`config.mk`:
```
export PLATFORM = sky130hd
export DESIGN_NAME = seg7_scan4
export DESIGN_NICKNAME = d
export VERILOG_FILES = /design/src/rtl/seg7_pkg.sv /design/src/rtl/seg7_decode.sv /design/src/rtl/seg7_scan4.sv
export SDC_FILE = /design/constraint.sdc
export NUM_CORES = 1
export LEC_CHECK = 0
export CAP_MARGIN = 25
export CORE_MARGIN = 10
export CORE_UTILIZATION = 40
export DETAILED_ROUTE_END_ITERATION = 8
export RECOVER_POWER = 25
export SLEW_MARGIN = 20
export SYNTH_ARGS = -nofsm -noshare
export SYNTH_HDL_FRONTEND = slang
export SYNTH_HIERARCHICAL = 1
export SYNTH_SLANG_ARGS = --single-unit
export TNS_END_PERCENT = 100
```
`constraint.sdc`:
```
create_clock -name clk -period 3.4 [get_ports clk]
set_input_delay 1.02 -clock clk [delete_from_list [all_inputs] [get_ports clk]]
set_output_delay 1.02 -clock clk [all_outputs]
set_load 0.02 [all_outputs]
```
`src/rtl/seg7_pkg.sv`:
```
// Shared constants for the 4-digit multiplexed 7-segment driver.
// All glyphs are active-low, ordered {g,f,e,d,c,b,a}.
package seg7_pkg;

  typedef logic [1:0] dig_t;

  localparam logic [6:0] SEG_0     = 7'b1000000;
  localparam logic [6:0] SEG_1     = 7'b1111001;
  localparam logic [6:0] SEG_2     = 7'b0100100;
  localparam logic [6:0] SEG_3     = 7'b0110000;
  localparam logic [6:0] SEG_4     = 7'b0011001;
  localparam logic [6:0] SEG_5     = 7'b0010010;
  localparam logic [6:0] SEG_6     = 7'b0000010;
  localparam logic [6:0] SEG_7     = 7'b1111000;
  localparam logic [6:0] SEG_8     = 7'b0000000;
  localparam logic [6:0] SEG_9     = 7'b0010000;
  localparam logic [6:0] SEG_DASH  = 7'b0111111;
  localparam logic [6:0] SEG_BLANK = 7'h7F;
  localparam logic [3:0] AN_OFF    = 4'hF;

endpackage

```
`src/rtl/seg7_decode.sv`:
```
// Nibble to active-low 7-segment glyph; non-decimal nibbles show a dash.
module seg7_decode
  import seg7_pkg::*;
(
  input  logic [3:0] i_nibble,
  output logic [6:0] o_glyph
);

  always_comb begin
    o_glyph = SEG_DASH;
    case (i_nibble)
      4'd0: o_glyph = SEG_0;
      4'd1: o_glyph = SEG_1;
      4'd2: o_glyph = SEG_2;
      4'd3: o_glyph = SEG_3;
      4'd4: o_glyph = SEG_4;
      4'd5: o_glyph = SEG_5;
      4'd6: o_glyph = SEG_6;
      4'd7: o_glyph = SEG_7;
      4'd8: o_glyph = SEG_8;
      4'd9: o_glyph = SEG_9;
      default: o_glyph = SEG_DASH;
    endcase
  end

endmodule

```
`src/rtl/seg7_scan4.sv`:
```
// Four-digit time-multiplexed display driver: captures a packed BCD word on load
// and scans it onto shared segment lines with leading-zero blanking and decimal points.
module seg7_scan4
  import seg7_pkg::*;
#(
  parameter int TICKS_PER_DIGIT = 100000
) (
  input  logic        clk,
  input  logic        rst,
  input  logic [15:0] bcd_in,
  input  logic        load,
  input  logic [3:0]  dp_in,
  input  logic        lzb_en,
  input  logic        en,
  output logic [6:0]  seg,
  output logic        dp,
  output logic [3:0]  an
);

  localparam int TW = (TICKS_PER_DIGIT > 2) ? $clog2(TICKS_PER_DIGIT) : 1;
  localparam logic [TW-1:0] TICK_LAST = TW'(TICKS_PER_DIGIT - 1);

  logic [TW-1:0] r_tick_cnt;
  dig_t          r_dig;
  logic [15:0]   r_bcd_q;
  logic [3:0]    r_dp_q;

  logic [3:0]    w_nibble;
  logic          w_blank;
  logic [6:0]    w_glyph;

  // Display data is taken only from the captured copy so a scan never tears.
  always_comb begin
    w_nibble = r_bcd_q[3:0];
    w_blank  = 1'b0;
    case (r_dig)
      2'd0: begin
        w_nibble = r_bcd_q[3:0];
        w_blank  = 1'b0;
      end
      2'd1: begin
        w_nibble = r_bcd_q[7:4];
        w_blank  = (r_bcd_q[15:4] == 12'h000);
      end
      2'd2: begin
        w_nibble = r_bcd_q[11:8];
        w_blank  = (r_bcd_q[15:8] == 8'h00);
      end
      default: begin
        w_nibble = r_bcd_q[15:12];
        w_blank  = (r_bcd_q[15:12] == 4'h0);
      end
    endcase
  end

  seg7_decode u_decode (
    .i_nibble (w_nibble),
    .o_glyph  (w_glyph)
  );

  always_ff @(posedge clk) begin
    if (rst) begin
      r_tick_cnt <= '0;
      r_dig      <= '0;
      r_bcd_q    <= '0;
      r_dp_q     <= '0;
      seg        <= SEG_BLANK;
      dp         <= 1'b1;
      an         <= AN_OFF;
    end else begin
      if (r_tick_cnt == TICK_LAST) begin
        r_tick_cnt <= '0;
        r_dig      <= r_dig + 2'd1;
      end else begin
        r_tick_cnt <= r_tick_cnt + 1'b1;
      end

      if (load) begin
        r_bcd_q <= bcd_in;
        r_dp_q  <= dp_in;
      end

      // Outputs are still computed while disabled; only the anodes are forced off.
      seg <= (lzb_en && w_blank) ? SEG_BLANK : w_glyph;
      dp  <= ~r_dp_q[r_dig];
      an  <= en ? ~(4'b0001 << r_dig) : AN_OFF;
    end
  end

endmodule
```
Word-level counts from Yosys, hierarchy flattened
Memory sizes are Yosys's and may differ from the RTL's. A register that Yosys moved wholly into a read port is not among the register bits.
Index checks and enable logic that the tools add are counted.
- $add $sub $neg: 2
- $lt $le $gt $ge: 1
- equality and inequality tests: 3
- shift operators: 1
- multiplexer cells: 4
- bitwise logic cells: 3
- reductions and logical operators: 8
- operators with widths (operator ; number):
    17-bit by 1-bit adder with 17-bit output (second input constant) ; 1
    17-bit equality test (second input constant) ; 1
    12-bit logical NOT ; 1
    4-bit case mux with 3 select lines ; 1
    8-bit logical NOT ; 1
    2-bit OR reduction ; 3
    4-bit logical NOT ; 1
    4-bit NOT ; 1
    1-bit by 2-bit << shifter with 4-bit output (first input constant) ; 1
    2-bit by 3-bit < comparator with 1-bit output (second input constant) ; 1
    1-bit case mux with 3 select lines ; 1
    2-bit by 1-bit adder with 2-bit output (second input constant) ; 1
    1-bit binary-select mux with 2-bit select ; 1
    2-bit by 1-bit equality test with 1-bit output (second input constant) ; 1
    2-bit equality test (second input constant) ; 1
    2-bit logical NOT ; 1
    1-bit NOT ; 2
    1-bit logical AND ; 1
    1-bit two-way mux ; 1
- register bits: 44
- memory bits (read-only): 112
- input bits: 25
- output and inout bits: 12
- logic and storage cells: 29
- memories: 1
- memory list (memory ; depth ; width ; rd ports ; clocked after memory_dff ; write ports ; RTL line ; source):
    (no name shown) ; 16 ; 7 ; 1 ; 1 ; 0 ; seg7_decode.sv:11 ; case (i_nibble)

Logic depth before layout (Yosys ltp)
- depth after elaboration: 4
- gate-level depth with buffers: 9
- mapped depth without buffers: 9

By module
Netlist, hierarchy kept.
- by module, submodules not included (module ; times used ; cells an instance ; area each (µm²) ; sequential area each (µm²)):
    seg7_scan4 ; 1 ; 214 ; 2092.0 ; 1021.0
    seg7_decode ; 1 ; 31 ; 240.2 ; 0.0

Worst setup path after synthesis
OpenSTA, ideal clock, no wires.
- kind: register to register
- from: reg r_dig[0]
- to: reg seg[0]
- library setup time: 0.127 ns
- arrival time: 2.203 ns
- data required time: 3.273 ns
- path slack: 1.070 ns
- stages on the path, launching flop included: 9
- path buffers: 1
- period minus slack after synthesis: 2.330 ns
- cell sequence: dfxtp_1 > ha_1 > buf_1 > mux2i_1 > inv_1 > ha_1 > mux2i_1 > a22oi_1 > or3_1
- elaborated cells between the ends (all ways): 7
- classes of those cells: eq/ne (2); mux (2); reduce/logical (3)
- RTL lines (item ; RTL line ; source):
    start: declaration ; seg7_scan4.sv:24 ; dig_t r_dig;
    start signal: assignment ; seg7_scan4.sv:73 ; r_dig <= r_dig + 2'd1;
    2-bit equality test (tied with other cells) ; seg7_scan4.sv:36 ; case (r_dig)
    4-bit case mux with 3 select lines (*) ; seg7_scan4.sv:36 ;
    via w_nibble[1] ; seg7_scan4.sv:28 ; logic [3:0] w_nibble;
    end: declaration ; seg7_scan4.sv:15 ; output logic [6:0] seg,
The timed path passes the listed nets; every way through them passes the cells marked *.
A chain may end at the register's enable or synchronous reset.

Final worst setup path
- from: in rst
- to: reg an[1]
- word-level cells in the longest chain between the ends: 1
- ends and longest elaborated chain (item ; RTL line ; source):
    start: declaration ; seg7_scan4.sv:9 ; input logic rst,
    2-bit OR reduction (no source line) ; n/a ;
    end signal: assignment ; seg7_scan4.sv:86 ; an <= en ? ~(4'b0001 << r_dig) : AN_OFF;
    end: declaration ; seg7_scan4.sv:17 ; output logic [3:0] an
No other way between the ends.

==> impl_results.md <==
* Cells after Synth at 245
* CTS Root Cell: clkbuf_8
* Seq cells post-synth at 51
* First-pass DRT Iterations at 4
* Routed Antenna Nets at 0
* Vias per cell at 4.94
* Hold slack final at 0.481 ns
* Rel. slew slack at 11.8%
* Share of the synthesized area in the top cell type at 43.8%
* F_max at 371 MHz
* DIE WIDTH at 96.4 um
* Main synth FF type: dfxtp_1
* Final Hold Vio Count at 0
* CP Max Fanout at 33
* Post-synth cell types at 45
* Switch share at 22.8%
* Site row count at 27
* Clk pwr share at 32.1%
* Vias at 1738
* Final Skew at 0.00523 ns
* DR iter-0 viols at 94
* WP data arrival at 2.93 ns
* Top cell type by total area after synthesis: dfxtp_1
* Pwr/cell area at 405 nW/um^2
* Gr ovfl total at 0
* CTS tree: done
* Share of power burned in registers at 55.6%
* Final setup violation count at 0
* Num CTS Buffers at 5
* Gr usage total at 10.7%
* Crit-path max cell delay at 0.97 ns
* I/O Buffers at 36
* Top cells by count, synth: dfxtp_1 (51), nor2_1 (38), mux2i_1 (26), inv_1 (13), ha_1 (11)
* Worst vdd ir at 0.184 mV
* CP top delay family: buffers and inverters
* Area after DPL at 2740 um^2
* Avg WL per Cell at 13.3 um
* Internal Pwr Total at 886 uW
* Crit Path Class: in -> reg
* Max Cap Violations at 0
* Worst-path clk slew at 0.08 ns
* Post-layout min period at 2.70 ns
* Largest net degree at the start of global routing at 34
* Critical Path RT at 3.63 ns
* Clock latency on the worst-skew pair at 0.30 ns
* IO Pins at 37
* Syn. warnings at 6
* Post-synth EDFFs at 0
* Initial antenna violation count at 0
* DRC errors left at 0
* Top cells by area, synth: dfxtp_1 (44%), mux2i_1 (11%), nor2_1 (6.1%)
* Sequential area share after synthesis at 43.8%
* Startpoint Class: input port
* Dpl hpwl at 3.51 mm
* Post-Place Setup Slack at 0.801 ns
* Vias in the first global route at 1629
* RSZ-0062 raised after global routing: false
* Initial Util at 41.8%
* Leak pwr at 0.00112 uW
* Area Overhead vs Synth at 21.5%
* Setup total negative slack at 0 ns
* Net count after synthesis at 281
* Crit end category: flop
* RePlAce Congestion at 0.818
* Switching power at 262 uW
* Routed wire length at 4.69 mm
* Gate power share at 12.4%
* Die area at 9290 um^2
* Nets at 315
* CTS Hold Buffers Added at 0
* Hold WC Path Type: reg -> reg
* Clock buffer depth at 2
* Tcrit/Tclk final at 79.3%
* Crit path buf inv count at 2
* Core area at 5570 um^2
* Syn_area_per_cell at 9.52 um^2
* Most frequent cell after synthesis: dfxtp_1
* Placed cells at 344
* Final WS setup at 0.704 ns
* Slew at the pin closest to its max-slew limit at 1.32 ns
* Crit path max-delay cell type: clkbuf_1
* Slew Viols, Final at 0
* Synthesized cell area at 2330 um^2
* Cell Chain, Critical Path: dlygate4sd3_1 > clkbuf_1 > nor2b_1 > nand2_1
* Final std cells w/o fill at 352
* First-pass GRT wire length at 7.87 mm
* ANT cells at 0
* Ratio of cells with drive above 1 in the final layout at 7.14%
* Htree depth at 2
* Post-CTS Resized at 0
* Asr flop ratio synth at 0%
* Postcts setup bufs at 0
* Clock Sinks at 51
* Final instance area at 2830 um^2
* Die Ht at 96.4 um
* Status: complete, no violations
-- final timing paths --
| kind | start | endpoint | slack (ns) | cells past startpoint |
|---|---|---|---|---|
| setup / recovery | rst | an[1] | 0.70 | 4 |
| hold / removal | r_tick_cnt[0] | r_tick_cnt[0] | 0.48 | 1 |
| setup reg to reg | r_dig[0] | seg[0] | 0.79 | 9 |
| hold reg to reg | r_tick_cnt[0] | r_tick_cnt[0] | 0.48 | 1 |
-- power groups by stage --
| stage | Combinational, uW | Clock, uW | Sequential, uW |
|---|---|---|---|
| after floorplan | 75.6 | 0 | 660 |
| after global placement | 144 | 0 | 653 |
| after detailed placement | 145 | 0 | 653 |
| after CTS | 145 | 381 | 639 |
| after global routing | 160 | 406 | 642 |
| final | 142 | 368 | 638 |
-- worst register-to-register path, stage by stage (launching register included) --
cell	delay, ns
dfxtp_1	0.38
inv_1	0.14
ha_1	0.27
a222oi_1	0.15
mux2i_1	0.54
inv_1	0.18
ha_1	0.22
mux2i_1	0.17
a22oi_1	0.09
or3_1	0.35
-- cell usage in the layout (no fill, tap or decap), types with 9 or more instances in the layout --
| cell type | instances |
|---|---|
| nor2_1 | 38 |
| dfxtp_1 | 51 |
| ha_1 | 11 |
| or3_1 | 10 |
| nand3_1 | 9 |
| inv_1 | 13 |
| clkdlybuf4s50_1 | 35 |
| mux2i_1 | 26 |
-- state kept, by name, indices dropped and copies added (netlist names) --
| signal | flops |
|---|---|
| dp | 1 |
| r_dig | 2 |
| seg | 7 |
| r_dp_q | 4 |
| r_bcd_q | 16 |
| r_tick_cnt | 17 |
| an | 4 |
-- final cells by class --
| type | instances | area, um^2 |
|---|---|---|
| tap | 72 | 90.1 |
| timing repair buffer | 38 | 372 |
| sequential | 51 | 1020 |
| clock buffer | 8 | 100 |
| inverter | 13 | 48.8 |
| fill | 545 | 2740 |
| multi-input combinational | 170 | 1200 |
-- kinds of logic after synthesis --
| family | Yosys count | share of synthesized area (%) |
|---|---|---|
| XOR/XNOR | 13 | 4.88 |
| AND/OR/NAND/NOR | 99 | 22.8 |
| multiplexers | 27 | 12.1 |
| AO/OA/AOI/OAI | 20 | 5.79 |
| buffers and inverters | 24 | 4.72 |
| flip-flops | 51 | 43.8 |
| adder cells (fa/ha/maj) | 11 | 5.90 |
-- per-layer routing --
layer / track usage [%] / routed length [um]
met5: 0 / 0
met4: 3.27 / 52
met3: 3.27 / 323
met2: 17.8 / 2170
met1: 12.9 / 2140
-- per-stage QoR --
stage | power [uW] | util, %
6_report | 1150 | 50.8
5_1_grt | 1210 | 50.8
4_1_cts | 1170 | 50.9
3_5_place_dp | 797 | 49.1
3_3_place_gp | 797 | 49.1
2_1_floorplan | 735 | -
Power figures use the tool's default switching activity.
==> RTL edit 1 (same flow settings) <==
Change the parameter `TICKS_PER_DIGIT` from 100000 to 200000.
--- a/src/rtl/seg7_scan4.sv
+++ b/src/rtl/seg7_scan4.sv
@@ -3,7 +3,7 @@
 module seg7_scan4
   import seg7_pkg::*;
 #(
-  parameter int TICKS_PER_DIGIT = 100000
+  parameter int TICKS_PER_DIGIT = 200000
 ) (
   input  logic        clk,
   input  logic        rst,
Check against the original RTL: no difference found for any inputs over 10 cycles, from zero or initial values and one cycle with rst high; that may be too few to reach the edited logic, so the function may still have changed.
==> RTL edit 1 against the original RTL <==
Total power grew 11%; sequential share of layout area decreased by 0.61 points; global-route usage barely moved; clock skew fell by 1.3 ps; worst setup slack better by 38 ps; wire length rose by 8.6%; cell area increased by 3.7%; sequential cell count rose by 1; area after synthesis rose by 3.8%; critical endpoint is now an[0]; largest power group unchanged; highest routed layer unchanged.
==> RTL edit 1: results (changes against the original RTL) <==
antenna violations before repair 0 (unchanged); vias post-DR 1827 (+5.1%); placed wire-length estimate 3800 µm (+8.2%); Slew @ Worst Pin 1240 ps (-79.8 ps); Seq/Total Area, Yosys 0.430 (-0.00779); ranking of synthesized cells by area dfxtp_1, mux2i_1, nor2_1; crit path max fanout 31 (-6.1%); biggest regs r_tick_cnt x18, r_bcd_q x16, seg x7; status finished, final reports clean; GR Util All Layers 0.106 (-0.000139); Final nets 323 (+2.5%); R2R Path Start r_dig[0]; Sw Share 0.216 (-0.0122); FF-to-FF setup slack 760 ps (-30 ps); Fin Clk Skew 3.91 ps (-1.32 ps); Worst setup endpoint an[0]; CTS buffer count 5 (unchanged); synth cell count leaders dfxtp_1, nor2_1, mux2i_1; RD Place Congestion 0.828 (+1.3%); DR pass1 iterations 5 (+1); final wirelength 5090 µm (+8.6%); initial drt markers 62 (-34%); post-CTS setup buffer count 0 (unchanged); Row Count 28 (+3.7%); share of post-route cells with drive strength above 1 0.0627 (-0.00871); P_leak 0.00116 µW (+3.5%); first-pass GRT wire length 8630 µm (+9.7%); syn_nets 290 (+3.2%); number of cells on the worst reg-to-reg path 8 (-1); largest net degree at the start of global routing 32 (-5.9%); crit path DAT 2900 ps (-30 ps); Max VDD drop 0.208 mV (+13%); RR Endpoint seg[2]; Yosys cell types 44 (-2.2%)
## RTL edit 1: how the worst min path moves through the flow
stage / from / endpoint / slack [ps] / depth (start not counted)
2_1_floorplan: r_tick_cnt[0] / r_tick_cnt[0] / 440 / 1
3_3_place_gp: r_tick_cnt[0] / r_tick_cnt[0] / 470 / 1
3_5_place_dp: r_tick_cnt[17] / r_tick_cnt[17] / 490 / 2
4_1_cts: r_tick_cnt[17] / r_tick_cnt[17] / 500 / 2
5_1_grt: r_bcd_q[2] / r_bcd_q[2] / 530 / 2
6_report: r_tick_cnt[17] / r_tick_cnt[17] / 500 / 2
## RTL edit 1: routing by layer
metal  share of wire  vias up  GRT usage
li1                -      944          -
met1            0.44      838      0.120
met2            0.51       40      0.188
met3           0.047        5     0.0324
met4          0.0087        0     0.0324
met5               0        -          0
## RTL edit 1: cells by family after synthesis
| group | count (synthesis) | synth area share |
|---|---|---|
| AND/OR/NAND/NOR | 105 | 0.236 |
| flip-flops | 52 | 0.430 |
| multiplexers | 26 | 0.113 |
| buffers and inverters | 24 | 0.0506 |
| AO/OA/AOI/OAI | 21 | 0.0599 |
| XOR/XNOR | 15 | 0.0543 |
| adder cells (fa/ha/maj) | 11 | 0.0568 |
## RTL edit 1: critical path: stages
cell and delay, ps:
dlygate4sd3_1 590, clkbuf_1 930, nor2b_1 220, nand2_1 130
## RTL edit 1: through the flow
step	instance area, µm²	setup slack, ps	cells
2_1_floorplan	2420	1060	254
3_3_place_gp	2820	870	355
3_5_place_dp	2820	773	355
4_1_cts	2950	762	362
5_1_grt	2940	527	362
6_report	2940	743	362
## RTL edit 1: final cells by class
class | instances | area [µm²]
Tap cell | 75 | 93.8
Fill cell | 563 | 2950
Clock inverter | 2 | 60.1
Multi-Input combinational cell | 178 | 1250
Sequential cell | 52 | 1040
Inverter | 11 | 41.3
Timing Repair Buffer | 39 | 379
Clock buffer | 5 | 68.8
## RTL edit 1: power groups by stage
| stage | logic, µW | clock network (µW) | registers (µW) |
|---|---|---|---|
| 2_1_floorplan | 79.1 | 0 | 672 |
| 3_3_place_gp | 148 | 0 | 666 |
| 3_5_place_dp | 149 | 0 | 666 |
| 4_1_cts | 150 | 497 | 651 |
| 5_1_grt | 162 | 525 | 655 |
| 6_report | 147 | 482 | 651 |
==> RTL edit 2 (config.mk and constraints unchanged) <==
Without the edit above. Put one more register stage on the output `an`, cleared by the reset. The value now appears one clock later. The other outputs are not delayed to match.
--- a/src/rtl/seg7_scan4.sv
+++ b/src/rtl/seg7_scan4.sv
@@ -19,6 +19,8 @@
 
   localparam int TW = (TICKS_PER_DIGIT > 2) ? $clog2(TICKS_PER_DIGIT) : 1;
   localparam logic [TW-1:0] TICK_LAST = TW'(TICKS_PER_DIGIT - 1);
+
+  logic [3:0] an_s0;
 
   logic [TW-1:0] r_tick_cnt;
   dig_t          r_dig;
@@ -66,7 +68,7 @@
       r_dp_q     <= '0;
       seg        <= SEG_BLANK;
       dp         <= 1'b1;
-      an         <= AN_OFF;
+      an_s0      <= AN_OFF;
     end else begin
       if (r_tick_cnt == TICK_LAST) begin
         r_tick_cnt <= '0;
@@ -83,7 +85,15 @@
       // Outputs are still computed while disabled; only the anodes are forced off.
       seg <= (lzb_en && w_blank) ? SEG_BLANK : w_glyph;
       dp  <= ~r_dp_q[r_dig];
-      an  <= en ? ~(4'b0001 << r_dig) : AN_OFF;
+      an_s0 <= en ? ~(4'b0001 << r_dig) : AN_OFF;
+    end
+  end
+
+  always_ff @(posedge clk) begin
+    if (rst) begin
+      an <= '0;
+    end else begin
+      an <= an_s0;
     end
   end
 
Formal check against the unedited RTL: not equivalent (Yosys sat finds a counterexample within 4 cycles, from zero or initial values and one cycle with rst high).
==> RTL edit 2 against the original RTL <==
Total power grew 2.9%; combinational power grew 6%; sequential cell count grew 4; worst setup slack lost 130 ps; wire length grew 1.8%; register-to-register slack gained 20 ps; clock power shrank 7.1%; cell area grew 3.3%; sequential share of layout area grew 1.6 points; sequential power grew 8.0%; clock skew shrank 1.8 ps; area after synthesis grew 4.7%; die area grew 3.7%; critical path type unchanged.
==> RTL edit 2: results (changes against the original RTL) <==
crit path max fanout 37 (+12%); placed wire-length estimate 3530 µm (+0.54%); largest net degree at the start of global routing 38 (+12%); Critical-path top delay cell clkbuf_1; syn_nets 290 (+3.2%); share of post-route cells with drive strength above 1 0.0729 (+0.00149); first-pass GRT wire length 8050 µm (+2.4%); ranking of synthesized cells by area dfxtp_1, mux2i_1, nor2_1; GR Util All Layers 0.0997 (-0.00685); clk slew on worst S/H paths 90 ps; vias in the first global route 1746 (+7.2%); min-delay worst type register to register; top_reg_cell synth dfxtp_1; Worst-Skew Late Latency 300 ps (about the same); power share of the combinational group 0.127 (+0.003); initial drt markers 39 (-59%); H-tree depth 2 (unchanged); setup_tns 0 ps (unchanged); Max VDD drop 0.207 mV (+12%); Fin Clk Skew 3.45 ps (-1.77 ps); Via density 4.86 (-1.6%); asr flop ratio synth 0 (unchanged); antenna violations before repair 0 (unchanged); Ant. Diodes 0 (unchanged); Rel. slew slack 0.0355 (-0.0827); Final nets 323 (+2.5%); Synth Warn # 6 (unchanged); Seq/Total Area, Yosys 0.451 (+0.0133); Pint 896 µW (+1.1%); critical path's largest stage delay 1060 ps (+90 ps); WL/cell 13.1 µm (-1.3%); P_leak 0.00116 µW (+3.2%); input/output buffers 36 (unchanged); Clock Path Buffers 2 (unchanged); synth cell count leaders dfxtp_1, nor2_1, mux2i_1; CTS buffer count 5 (unchanged); biggest regs r_tick_cnt x17, r_bcd_q x16, seg x7; CTS root buffer clkbuf_8; Place WS 829 ps (+28.0 ps); crit path DAT 3070 ps (+140 ps); Gates resized, CTS repair 0 (unchanged); count of final max-slew check failures 0 (unchanged); post-CTS setup buffer count 0 (unchanged); P_clk 342 µW (-7.1%); CP delay by family, top buffers and inverters; Yosys cell types 45 (unchanged); DR pass1 iterations 4 (unchanged); Filler cells 569 (+4.4%); status finished, final reports clean; RD Place Congestion 0.840 (+2.7%)
==> RTL edit 2: changes by cell type in the layout (fill, tap and decap cells not counted), sizes merged <==
cell and change:
dfxtp +4, nor2b +4, clkinv +3, clkbuf -3
==> RTL edit 2: cells by family after synthesis <==
family          count (synthesis)  synth area share
mux                            27             0.116
compound gates                 20            0.0554
buf+inv                        25            0.0466
simple gates                  103             0.228
fa+ha+maj                      11            0.0564
xor+xnor                       13            0.0466
flops                          55             0.451
==> RTL edit 2: path summary, 6_finish.rpt <==
check / from / to / slack, ps / cells after the start
hold reg to reg: an_s0[2] / an[2] / 440 / 1
setup reg to reg: r_dig[0] / seg[2] / 810 / 8
hold / removal: an_s0[2] / an[2] / 440 / 1
setup / recovery: rst / an_s0[0] / 580 / 4
==> RTL edit 2: final cells by class <==
class                      count  area, µm²  share of cell area
multi-input combinational    174       1230               0.419
sequential                    55       1100               0.376
timing repair buffer          38        372               0.127
tap                           75       93.8              0.0321
clock buffer                   5       68.8              0.0235
inverter                      13       48.8              0.0167
clock inverter                 3       15.0             0.00513
==> RTL edit 2: routing by layer <==
layer / wire (µm) / GRT usage / up-vias
met5: 0 / 0 / -
met4: 44 / 0.0336 / 0
met3: 185 / 0.0289 / 5
met2: 2320 / 0.170 / 28
met1: 2220 / 0.117 / 796
li1: - / - / 935
==> RTL edit 2: through the flow <==
stage          total power (µW)  hold WS [ps]  area (µm²)  std cells  utilization
2_1_floorplan               792           414        2440        254            -
3_5_place_dp                858           422        2850        355        0.481
5_1_grt                    1240           459        2930        363        0.494
6_report                   1180           441        2930        363        0.494
4_1_cts                    1200           445        2930        363        0.495
3_3_place_gp                857           420        2850        355        0.481
